## config.mk

```make
export PLATFORM = sky130hd
export DESIGN_NAME = alu_arbiter
export DESIGN_NICKNAME = d
export VERILOG_FILES = /design/src/rtl/alu_arbiter_pkg.sv /design/src/rtl/alu8.sv /design/src/rtl/rr_arbiter2.sv /design/src/rtl/alu_arbiter.sv
export SDC_FILE = /design/constraint.sdc
export NUM_CORES = 1
export LEC_CHECK = 0
export CAP_MARGIN = 10
export CORE_UTILIZATION = 40
export CTS_BUF_LIST = sky130_fd_sc_hd__clkbuf_16
export DETAILED_ROUTE_END_ITERATION = 7
export PLACE_DENSITY_LB_ADDON = 0.25
export SLEW_MARGIN = 20
export SYNTH_ARGS = -nofsm -noshare
export SYNTH_HDL_FRONTEND = slang
export SYNTH_SLANG_ARGS = --single-unit
```

## constraint.sdc

```tcl
create_clock -name clk -period 3.6 [get_ports clk]
set_input_delay 0.72 -clock clk [delete_from_list [all_inputs] [get_ports clk]]
set_output_delay 0.72 -clock clk [all_outputs]
set_load 0.01 [all_outputs]
```

## src/rtl/alu_arbiter_pkg.sv

```systemverilog
// Shared constants for the two-port ALU arbiter.
// Opcodes, FSM encodings and flag bit positions.
package alu_arbiter_pkg;

   localparam logic [1:0] OP_OR  = 2'b10;
   localparam logic [1:0] OP_SUB = 2'b01;

   localparam int FLG_OVF  = 1;
   localparam int FLG_SIGN = 0;

   typedef enum logic [1:0] {
      ST_IDLE = 2'b00,
      ST_EXEC = 2'b01,
      ST_RESP = 2'b10
   } state_e;

   function automatic logic op_legal(input logic [1:0] op);
      return (op == OP_OR) || (op == OP_SUB);
   endfunction

endpackage

```

## src/rtl/alu8.sv

```systemverilog
// 8-bit OR/SUB ALU, purely combinational.
// Overflow is the signed-subtract rule, evaluated for any op.
module alu8
   import alu_arbiter_pkg::*;
(
   input  logic [1:0] op_i,
   input  logic [7:0] a_i,
   input  logic [7:0] b_i,
   output logic [7:0] result_o,
   output logic       ovf_o,
   output logic       sign_o
);

   always_comb begin
      result_o = 8'h00;
      unique case (op_i)
         OP_OR:   result_o = a_i | b_i;
         OP_SUB:  result_o = a_i - b_i;
         default: result_o = 8'h00;
      endcase
   end

   assign ovf_o  = (a_i[7] ^ b_i[7]) & (result_o[7] ^ a_i[7]);
   assign sign_o = result_o[7];

endmodule

```

## src/rtl/rr_arbiter2.sv

```systemverilog
// Two-way combinational grant with round-robin pointer
// or fixed port-0 priority on contention.
module rr_arbiter2 #(
   parameter int FIXED_PRIORITY = 0
) (
   input  logic [1:0] valid_i,
   input  logic       ptr_i,
   output logic [1:0] gnt_o
);

   always_comb begin
      gnt_o = 2'b00;
      unique case (valid_i)
         2'b11: begin
            if (FIXED_PRIORITY != 0 || !ptr_i) gnt_o = 2'b01;
            else                               gnt_o = 2'b10;
         end
         2'b01:   gnt_o = 2'b01;
         2'b10:   gnt_o = 2'b10;
         default: gnt_o = 2'b00;
      endcase
   end

endmodule

```

## src/rtl/alu_arbiter.sv

```systemverilog
// Shares one OR/SUB ALU between issue (port 0) and debug (port 1)
// with captured operands and registered, held responses.
module alu_arbiter
   import alu_arbiter_pkg::*;
#(
   parameter int FIXED_PRIORITY = 0,
   parameter int CNT_W          = 16
) (
   input  logic             clk,
   input  logic             rst_n,
   input  logic [1:0]       req_valid,
   output logic [1:0]       req_ready,
   input  logic [1:0]       req_op0,
   input  logic [1:0]       req_op1,
   input  logic [7:0]       req_a0,
   input  logic [7:0]       req_b0,
   input  logic [7:0]       req_a1,
   input  logic [7:0]       req_b1,
   output logic [1:0]       rsp_valid,
   input  logic [1:0]       rsp_ack,
   output logic [7:0]       rsp_result,
   output logic [1:0]       rsp_flags,
   output logic             rsp_error,
   output logic             busy,
   output logic [CNT_W-1:0] ops_done
);

   state_e           state_q, state_d;
   logic [1:0]       op_q, op_d;
   logic [7:0]       a_q, a_d;
   logic [7:0]       b_q, b_d;
   logic             owner_q, owner_d;
   logic             rr_q, rr_d;
   logic [7:0]       result_q, result_d;
   logic [1:0]       flags_q, flags_d;
   logic             error_q, error_d;
   logic [CNT_W-1:0] cnt_q, cnt_d;

   logic [1:0] gnt;
   logic [1:0] sel_op;
   logic [7:0] sel_a, sel_b;
   logic [7:0] alu_res;
   logic       alu_ovf, alu_sign;

   rr_arbiter2 #(
      .FIXED_PRIORITY(FIXED_PRIORITY)
   ) u_arb (
      .valid_i(req_valid),
      .ptr_i  (rr_q),
      .gnt_o  (gnt)
   );

   alu8 u_alu (
      .op_i    (op_q),
      .a_i     (a_q),
      .b_i     (b_q),
      .result_o(alu_res),
      .ovf_o   (alu_ovf),
      .sign_o  (alu_sign)
   );

   assign sel_op = gnt[1] ? req_op1 : req_op0;
   assign sel_a  = gnt[1] ? req_a1  : req_a0;
   assign sel_b  = gnt[1] ? req_b1  : req_b0;

   always_comb begin
      state_d  = state_q;
      op_d     = op_q;
      a_d      = a_q;
      b_d      = b_q;
      owner_d  = owner_q;
      rr_d     = rr_q;
      result_d = result_q;
      flags_d  = flags_q;
      error_d  = error_q;
      cnt_d    = cnt_q;
      unique case (state_q)
         ST_IDLE: begin
            if (gnt != 2'b00) begin
               op_d    = sel_op;
               a_d     = sel_a;
               b_d     = sel_b;
               owner_d = gnt[1];
               if (op_legal(sel_op)) begin
                  error_d = 1'b0;
                  state_d = ST_EXEC;
               end else begin
                  error_d  = 1'b1;
                  result_d = 8'h00;
                  flags_d  = 2'b00;
                  state_d  = ST_RESP;
               end
            end
         end
         ST_EXEC: begin
            result_d          = alu_res;
            // overflow only means something for subtract
            flags_d[FLG_OVF]  = (op_q == OP_SUB) & alu_ovf;
            flags_d[FLG_SIGN] = alu_sign;
            state_d           = ST_RESP;
         end
         ST_RESP: begin
            if (rsp_ack[owner_q]) begin
               cnt_d   = cnt_q + CNT_W'(1);
               rr_d    = ~owner_q;
               state_d = ST_IDLE;
            end
         end
         default: state_d = ST_IDLE;
      endcase
   end

   always_ff @(posedge clk or negedge rst_n) begin
      if (!rst_n) begin
         state_q  <= ST_IDLE;
         op_q     <= 2'b00;
         a_q      <= 8'h00;
         b_q      <= 8'h00;
         owner_q  <= 1'b0;
         rr_q     <= 1'b0;
         result_q <= 8'h00;
         flags_q  <= 2'b00;
         error_q  <= 1'b0;
         cnt_q    <= '0;
      end else begin
         state_q  <= state_d;
         op_q     <= op_d;
         a_q      <= a_d;
         b_q      <= b_d;
         owner_q  <= owner_d;
         rr_q     <= rr_d;
         result_q <= result_d;
         flags_q  <= flags_d;
         error_q  <= error_d;
         cnt_q    <= cnt_d;
      end
   end

   // ready is masked during reset so no grant leaks out
   assign req_ready  = (state_q == ST_IDLE && rst_n) ? gnt : 2'b00;
   assign rsp_valid  = (state_q == ST_RESP) ?
                       (owner_q ? 2'b10 : 2'b01) : 2'b00;
   assign rsp_result = result_q;
   assign rsp_flags  = flags_q;
   assign rsp_error  = error_q;
   assign busy       = (state_q != ST_IDLE);
   assign ops_done   = cnt_q;

endmodule

```

==> After elaboration in Yosys (flattened, before gate mapping) <==
Index checks and enable logic that the tools add are counted.
{ "op_classes": {"bitwise": 6, "add_sub_neg": 2, "n_mux": 22, "n_eq_ne": 12, "magnitude_cmp": 1, "reduce_logical": 10} }
{ "op_table": {"columns": ["cell", "n"], "rows": [
  ["$mux W8", 4],
  ["$pmux W8 S2", 2],
  ["$mux W2", 10],
  ["$add A16 B1 Y16 const B", 1],
  ["$pmux W2 S3", 2],
  ["$eq A2 B2 Y1 const B", 5],
  ["$eq A2 B1 Y1 const B", 4],
  ["$or A8 B8 Y8", 1],
  ["$sub A8 B8 Y8", 1],
  ["$ne A2 B2 Y1 const B", 3],
  ["$reduce_and A2 Y1", 3],
  ["$reduce_bool A2 Y1", 3],
  ["$pmux W2 S2", 1],
  ["$mux W1", 3],
  ["$reduce_and A3 Y1", 1],
  ["$and A1 B1 Y1", 2],
  ["$logic_not A2 Y1", 1],
  ["$lt A1 B2 Y1 const B", 1],
  ["$xor A1 B1 Y1", 2],
  ["$logic_and A1 B1 Y1", 1],
  ["$logic_or A1 B1 Y1", 1],
  ["$not A1 Y1", 1]
]} }
{ "word_totals": {"output_inout_bits": 32, "inputBits": 42, "wordCells": 63, "register_bits": 49} }

==> Logic depth before layout (Yosys ltp) <==
Gate-level depths: netlist of run 1.
{ "depth": {"word_depth": 8, "mapped_depth": 8, "ltp_nobuf": 8} }

==> Hierarchy <==
Synthesis of run 1 repeated with hierarchy kept, for this count alone.
{ "hier_totals": {"hier_cells": 285, "hier_area_um2": 2836.5} }
{ "by_module_without_submodules": {"columns": ["module", "seq_area_each_um2", "cells_per_inst", "n_inst", "area_per_inst_um2"], "rows": [
  ["alu_arbiter", 1226.2, 191, 1, 2177.1],
  ["alu8", 0.0, 91, 1, 640.6],
  ["rr_arbiter2", 0.0, 3, 1, 18.8]
]} }

==> Worst setup path before layout of run 1 <==
OpenSTA, ideal clock, no wires.
{ "synth_path": {"path_kind": "reg2reg", "from": "reg a_q[0]", "to": "reg result_q[6] (netlist: rsp_result[6])", "arrival_ps": 1971, "required_time_ps": 3474, "path_buffers": 0, "synth_period_minus_slack_ps": 2097, "setup_slack_ps": 1503, "setup_time_ps": 126, "stages_incl_launch_ff": 9, "cell_sequence": "dfrtp_1 > inv_1 > ha_1 > fa_1 > o21bai_1 > nand2_1 > a21oi_2 > mux2_4 > a221o_1"} }
{ "synth_between": {"elab_chain_len": 3} }
{ "synth_rtl": {"columns": ["item", "line", "rtl"], "rows": [
  ["from (decl)", "alu_arbiter.sv:30", "logic [7:0] a_q, a_d;"],
  ["from (signal assigned)", "alu_arbiter.sv:117", "a_q <= 8'h00;"],
  ["from (signal assigned)", "alu_arbiter.sv:128", "a_q <= a_d;"],
  ["$sub A8 B8 Y8", "alu8.sv:18", "OP_SUB: result_o = a_i - b_i;"],
  ["$pmux W8 S2", "alu8.sv:16", "unique case (op_i)"],
  ["$pmux W8 S2", "alu_arbiter.sv:77", "unique case (state_q)"],
  ["to (signal assigned)", "alu_arbiter.sv:132", "result_q <= result_d;"],
  ["to (decl)", "alu_arbiter.sv:34", "logic [7:0] result_q, result_d;"]
]} }
No other way between the ends.
A chain may end at the register's enable or synchronous reset.

==> Worst setup path in the final report of run 1 <==
{ "layout_path": {"from": "in req_valid[0]", "to": "out req_ready[1]"} }
{ "layout_between": {"elab_chain_len": 3, "elab_cells_between_ends": 5, "cone_classes": "eq/ne (3); mux (2)"} }
{ "layout_rtl": {"columns": ["item", "line", "rtl"], "rows": [
  ["from (decl)", "alu_arbiter.sv:11", "input logic [1:0] req_valid,"],
  ["$eq A2 B2 Y1 or $eq A2 B1 Y1 (tied branches)", "rr_arbiter2.sv:13", "unique case (valid_i)"],
  ["$pmux W2 S3 *", "rr_arbiter2.sv:13", null],
  ["$mux W2 *", "alu_arbiter.sv:140", "assign req_ready = (state_q == ST_IDLE && rst_n) ? gnt : 2'b00;"],
  ["to (decl)", "alu_arbiter.sv:12", "output logic [1:0] req_ready,"]
]} }
Mark *: on every way between the ends. The rest lies on a longest branch, timed or not.

==> flow_metrics.env, run 1 <==
export IMPL_hold_class="flip-flop to flip-flop"
export IMPL_startpoint_type="input port"
export IMPL_synth_yosys_seq_area_share_pct=43.05
export IMPL_ant_nets=0
export IMPL_synth_edf_count=0
export IMPL_reg2reg_from="a_q[0]"
export IMPL_num_rows=30
export IMPL_die_h_um=85.52
export IMPL_ys_async_sr_fraction_pct=100.0
export IMPL_power_density_mw_per_mm2=795.6
export IMPL_cts_hold_buf=0
export IMPL_dp_cells=432
export IMPL_synth_ff_type="dfrtp_1"
export IMPL_core_mm2=0.006756
export IMPL_fin_crit_ns=2.823
export IMPL_drive_gt1_share_pct=5.850
export IMPL_overflow=0
export IMPL_crit_family="buffers and inverters"
export IMPL_min_path_cells=1
export IMPL_rsz0062_at_grt="false"
export IMPL_netlist_instances=285
export IMPL_antenna_found_initial=0
export IMPL_syn_area_per_cell_um2=9.790
export IMPL_hpwlAfterDp_um=4424
export IMPL_drc=0
export IMPL_grt_pass1_wl_um=10170
export IMPL_utilization_pct=56.02
export IMPL_die_area_mm2=0.007314
export IMPL_wl_um=5858
export IMPL_fin_skew_ns=0.004463
export IMPL_track_usage_pct=17.59
export IMPL_synth_top_area_share_pct=43.05
export IMPL_leakagePower_nw=1.774
export IMPL_cpMostUsedCell="clkdlybuf4s50_1"
export IMPL_clk_latency_ns=0.29
export IMPL_synth_top_area_cell="dfrtp_1"
export IMPL_ir_drop_uv=314.9
export IMPL_clk_pin_slew_ns=0.06
export IMPL_root_buffer="clkbuf_16"
export IMPL_hold_viol_final=0
export IMPL_start_util_pct=41.30
export IMPL_finalNetCount=420
export IMPL_final_cell_mix="clkdlybuf4s50_1 (72), dfrtp_1 (48), inv_1 (31)"
export IMPL_fmax_mhz=354.2
export IMPL_syn_area_mm2=0.002790
export IMPL_crit_slowest_cell="clkdlybuf4s50_1"
export IMPL_cts_setup_buffers=0
export IMPL_power_mw=3.011
export IMPL_placed_area_mm2=0.003600
export IMPL_reg2reg_slack_ns=1.32
export IMPL_grt_pass1_vias=2174
export IMPL_reg2reg_to="rsp_result[6]"
export IMPL_whs_endpoint="ops_done[15]"
export IMPL_cp_end_kind="output pin"
export IMPL_clockBufferDepth=2
export IMPL_post_drt_via_cell_ratio=5.000
export IMPL_slowest_delay_ns=0.55
export IMPL_cp_buffers_inverters=2
export IMPL_pin_count=74
export IMPL_ctsResizeCount=0
export IMPL_die_w_um=85.52
export IMPL_report_final_slew_viol_count=0
export IMPL_period_share_pct=78.42
export IMPL_antenna_cells=0
export IMPL_maxCapViolations=0
export IMPL_final_common_cell="clkdlybuf4s50_1"
export IMPL_holdCritStartpoint="ops_done[15]"
export IMPL_place_gp_congestion=0.7632
export IMPL_instances_no_fill=439
export IMPL_critPathRequiredTime_ns=2.88
export IMPL_dr_pass1_iters=7
export IMPL_critPathKind="input port to output pin"
export IMPL_drtIter0Drc=66
export IMPL_synthTopCellsByArea="dfrtp_1 (43%), ha_1 (8.1%), mux2i_1 (6.5%)"
export IMPL_crit_fanout=4
export IMPL_fin_tns_setup_ns=0
export IMPL_syn_nets=346
export IMPL_vias=2195
export IMPL_cts_sinks=48
export IMPL_outcome="finished clean"
export IMPL_worstRegToRegCells=8
export IMPL_ys_seq_elements=48
export IMPL_cts_made_buffers=5
export IMPL_setup_viol=0
export IMPL_arrival_ns=2.10
export IMPL_wl_per_cell_um=13.34
export IMPL_io_buffer_count=73
export IMPL_synth_distinct_cells=43
export IMPL_cts_tree="done"
export IMPL_grt_max_degree=49
export IMPL_fillers=608
export IMPL_relSlewSlack_pct=60.60
export IMPL_worstMarginPinSlew_ns=0.5910
export IMPL_design_area_mm2=0.003785
export IMPL_htreeDepth=2
export IMPL_crit_chain="clkdlybuf4s50_1, nand2b_1, nand2_1, nor2_1, clkdlybuf4s50_1"
export IMPL_yosysWarnings=0
export IMPL_area_growth_pct=35.65
-- logic make-up (layout without fill, tap and decap cells) --
family | after synthesis | after routing | share of synthesized area, %
mux | 21 | 21 | 7.802
fa+ha+maj | 19 | 19 | 8.789
simple gates | 79 | 79 | 14.13
flops | 48 | 48 | 43.05
xor+xnor | 21 | 21 | 6.592
compound gates | 57 | 57 | 13.95
buf+inv | 40 | 114 | 5.695
-- layout make-up --
type	instances	area, µm²	area share, %
Sequential cell	48	1201	31.74
Multi-Input combinational cell	197	1434	37.88
Tap cell	80	100.1	2.645
Clock buffer	5	125.1	3.306
Clock inverter	2	60.06	1.587
Timing Repair Buffer	76	748.2	19.77
Inverter	31	116.4	3.074
-- layer usage --
layer,GRT usage [%],share of wire (%),up-vias
met5,0,0,-
met4,5.000,1.3,0
met3,2.984,2.6,7
met2,29.45,48,41
met1,23.60,48,1032
li1,-,-,1115
-- registers in the layout (all words and copies together) (netlist names) --
name	count
ops_done	16
a_q	8
b_q	8
rsp_result	7
op_q	2
rsp_flags	2
state_q	2
owner_q	1
rr_q	1
rsp_error	1
-- synth_stat cells, drive strengths merged (6+ instances only) --
cell type	number
nor2b	6
buf	6
nand2b	6
ha	18
nand3	10
inv	31
xnor2	13
xor2	8
o21ai	25
mux2i	18
a21oi	10
nand2	26
nor2	17
dfrtp	48
-- worst register-to-register path, stage by stage (launching register included) --
cell and delay (ns):
dfrtp_1 0.34, inv_1 0.06, ha_1 0.22, fa_1 0.42
o21bai_1 0.23, nand2_1 0.11, a21oi_2 0.17, mux2_4 0.31
a221o_1 0.31
-- where the power goes --
group          switching (mW)  total (mW)  leakage (nW)  internal, mW
registers               0.165       0.904         0.616         0.740
logic                   0.779        1.52          1.07         0.740
clock network           0.194       0.587        0.0899         0.394
total                    1.14        3.01          1.77          1.87
-- metrics by stage --
step	hold slack (ns)	worst slack [ns]
final	0.4705	0.7770
after floorplan	0.4244	1.503
after detailed placement	0.4666	0.7810
after CTS	0.4749	0.7631
after global routing	0.5042	0.6903
after global placement	0.4629	0.8243
-- worst max path at each step --
stage / start / slack, ns / endpoint / cells past startpoint
after floorplan: a_q[0] / 1.50 / rsp_result[6] / 8
after detailed placement: req_valid[0] / 0.78 / req_ready[1] / 5
after global placement: req_valid[0] / 0.82 / req_ready[0] / 4
final: req_valid[0] / 0.78 / req_ready[1] / 5
after global routing: req_valid[0] / 0.69 / req_ready[1] / 5
after CTS: req_valid[0] / 0.76 / req_ready[1] / 5
(Power assumes the default switching activity.)
==> inputs of run 2 (changes only) <==
==> constraint.sdc (replaced) <==
create_clock -name clk -period 2.96 [get_ports clk]
set_input_delay 0.592 -clock clk [delete_from_list [all_inputs] [get_ports clk]]
set_output_delay 0.592 -clock clk [all_outputs]
set_load 0.01 [all_outputs]
==> run 2 against run 1 <==
Effect of this change: worst hold slack worse by 0.018 ns; sequential power up 22%; cell count increased by 0.23%; sequential share of layout area up 0.15 points; via count decreased by 3.2%; worst setup slack worse by 0.38 ns; sequential cell count unchanged; clock skew about the same; highest routed layer unchanged.
==> flow_metrics.env, run 2 (synthesis gave the netlist of run 1 again) <==
export IMPL_wl_per_cell_um=12.34
export IMPL_maxCapViolations=0
export IMPL_arrival_ns=1.97
export IMPL_track_usage_pct=16.17
export IMPL_ir_drop_uv=468.5
export IMPL_grt_max_degree=49
export IMPL_fin_crit_ns=2.563
export IMPL_leakagePower_nw=1.765
export IMPL_setup_viol=0
export IMPL_hold_viol_final=0
export IMPL_pin_count=74
export IMPL_num_rows=30
export IMPL_crit_fanout=4
export IMPL_grt_pass1_wl_um=9466
export IMPL_hold_class="input port to async pin"
export IMPL_ctsResizeCount=0
export IMPL_worstMarginPinSlew_ns=0.5903
export IMPL_antenna_found_initial=0
export IMPL_die_h_um=85.52
export IMPL_dr_pass1_iters=4
export IMPL_power_mw=3.535
export IMPL_core_mm2=0.006756
export IMPL_htreeDepth=2
export IMPL_die_area_mm2=0.007314
export IMPL_power_density_mw_per_mm2=938.4
export IMPL_io_buffer_count=73
export IMPL_hpwlAfterDp_um=4285
export IMPL_ant_nets=0
export IMPL_cts_sinks=48
export IMPL_clk_latency_ns=0.28
export IMPL_area_growth_pct=35.02
export IMPL_cts_hold_buf=0
export IMPL_reg2reg_from="a_q[0]"
export IMPL_outcome="finished clean"
export IMPL_cts_setup_buffers=0
export IMPL_root_buffer="clkbuf_16"
export IMPL_fin_skew_ns=0.004856
export IMPL_place_gp_congestion=0.7656
export IMPL_post_drt_via_cell_ratio=4.830
export IMPL_drive_gt1_share_pct=5.833
export IMPL_startpoint="req_valid[0]"
export IMPL_critPathRequiredTime_ns=2.37
export IMPL_overflow=0
export IMPL_wl_um=5428
export IMPL_cts_tree="done"
export IMPL_drc=0
export IMPL_period_share_pct=86.59
export IMPL_critPathKind="input port to output pin"
export IMPL_final_common_cell="clkdlybuf4s50_1"
export IMPL_finalNetCount=420
export IMPL_startpoint_type="input port"
export IMPL_grt_pass1_vias=2078
export IMPL_worstRegToRegCells=8
export IMPL_drtIter0Drc=74
export IMPL_relSlewSlack_pct=60.65
export IMPL_die_w_um=85.52
export IMPL_fin_tns_setup_ns=0
export IMPL_clk_pin_slew_ns=0.07
export IMPL_report_final_slew_viol_count=0
export IMPL_start_util_pct=41.30
export IMPL_vias=2125
export IMPL_final_cell_mix="clkdlybuf4s50_1 (72), dfrtp_1 (48), inv_1 (31)"
export IMPL_antenna_cells=0
export IMPL_largest_reg_flops=16
export IMPL_clockBufferDepth=2
export IMPL_cp_end_kind="output pin"
export IMPL_fmax_mhz=390.2
export IMPL_rsz0062_at_grt="false"
export IMPL_cts_made_buffers=5
-- run 2: changes by cell type in the layout (fill, tap and decap cells not counted) --
cell,previous run,this run
bufinv_16,2,1
clkinv_1,0,1
clkinv_4,0,1
-- run 2: report_power, final --
part           total [mW]  switching [mW]  leakage [nW]  internal, mW
sequential           1.10           0.195         0.616         0.900
combinational        1.81           0.913          1.07         0.896
clock               0.631           0.234        0.0814         0.397
-- run 2: final timing paths --
kind | to | slack (ns)
setup / recovery | req_ready[0] | 0.40
hold / removal | rsp_flags[1] | 0.45
setup reg to reg | rsp_result[6] | 0.73
hold reg to reg | ops_done[15] | 0.47
max in group asynchronous | op_q[0] | 2.10
min in group clk | ops_done[15] | 0.47
-- run 2: layout make-up --
class                   count  area, µm²
clock inverters             3      42.54
clock buffers               5      125.1
multi-input cells         197       1434
flip-flops and latches     48       1201
well taps                  80      100.1
fillers                   616       2989
inverters                  31      116.4
repair buffers             76      748.2
-- run 2: per-stage QoR --
| stage | setup WS (ns) | area, µm² | instances | utilization, % | hold WS [ns] |
|---|---|---|---|---|---|
| 3_5_place_dp | 0.4185 | 3600 | 432 | 53.28 | 0.4697 |
| 3_3_place_gp | 0.4428 | 3600 | 432 | 53.28 | 0.4628 |
| 2_1_floorplan | 0.8630 | 2790 | 285 | - | 0.2964 |
| 4_1_cts | 0.3914 | 3767 | 440 | 55.76 | 0.4788 |
| 6_report | 0.3970 | 3767 | 440 | 55.76 | 0.4528 |
| 5_1_grt | 0.3358 | 3767 | 440 | 55.76 | 0.5064 |
-- run 2: worst max-delay path, cell delays in order --
cell             delay (ns)
clkdlybuf4s50_1        0.53
inv_1                  0.07
a211oi_1               0.19
clkdlybuf4s50_1        0.58
-- run 2: routing by layer --
layer | vias to the layer above | global-route usage, % | part of all wire, %
met5 | - | 0 | 0
met4 | 0 | 3.636 | 0.85
met3 | 4 | 3.369 | 3.3
met2 | 42 | 26.55 | 46
met1 | 965 | 22.14 | 50
li1 | 1114 | - | -
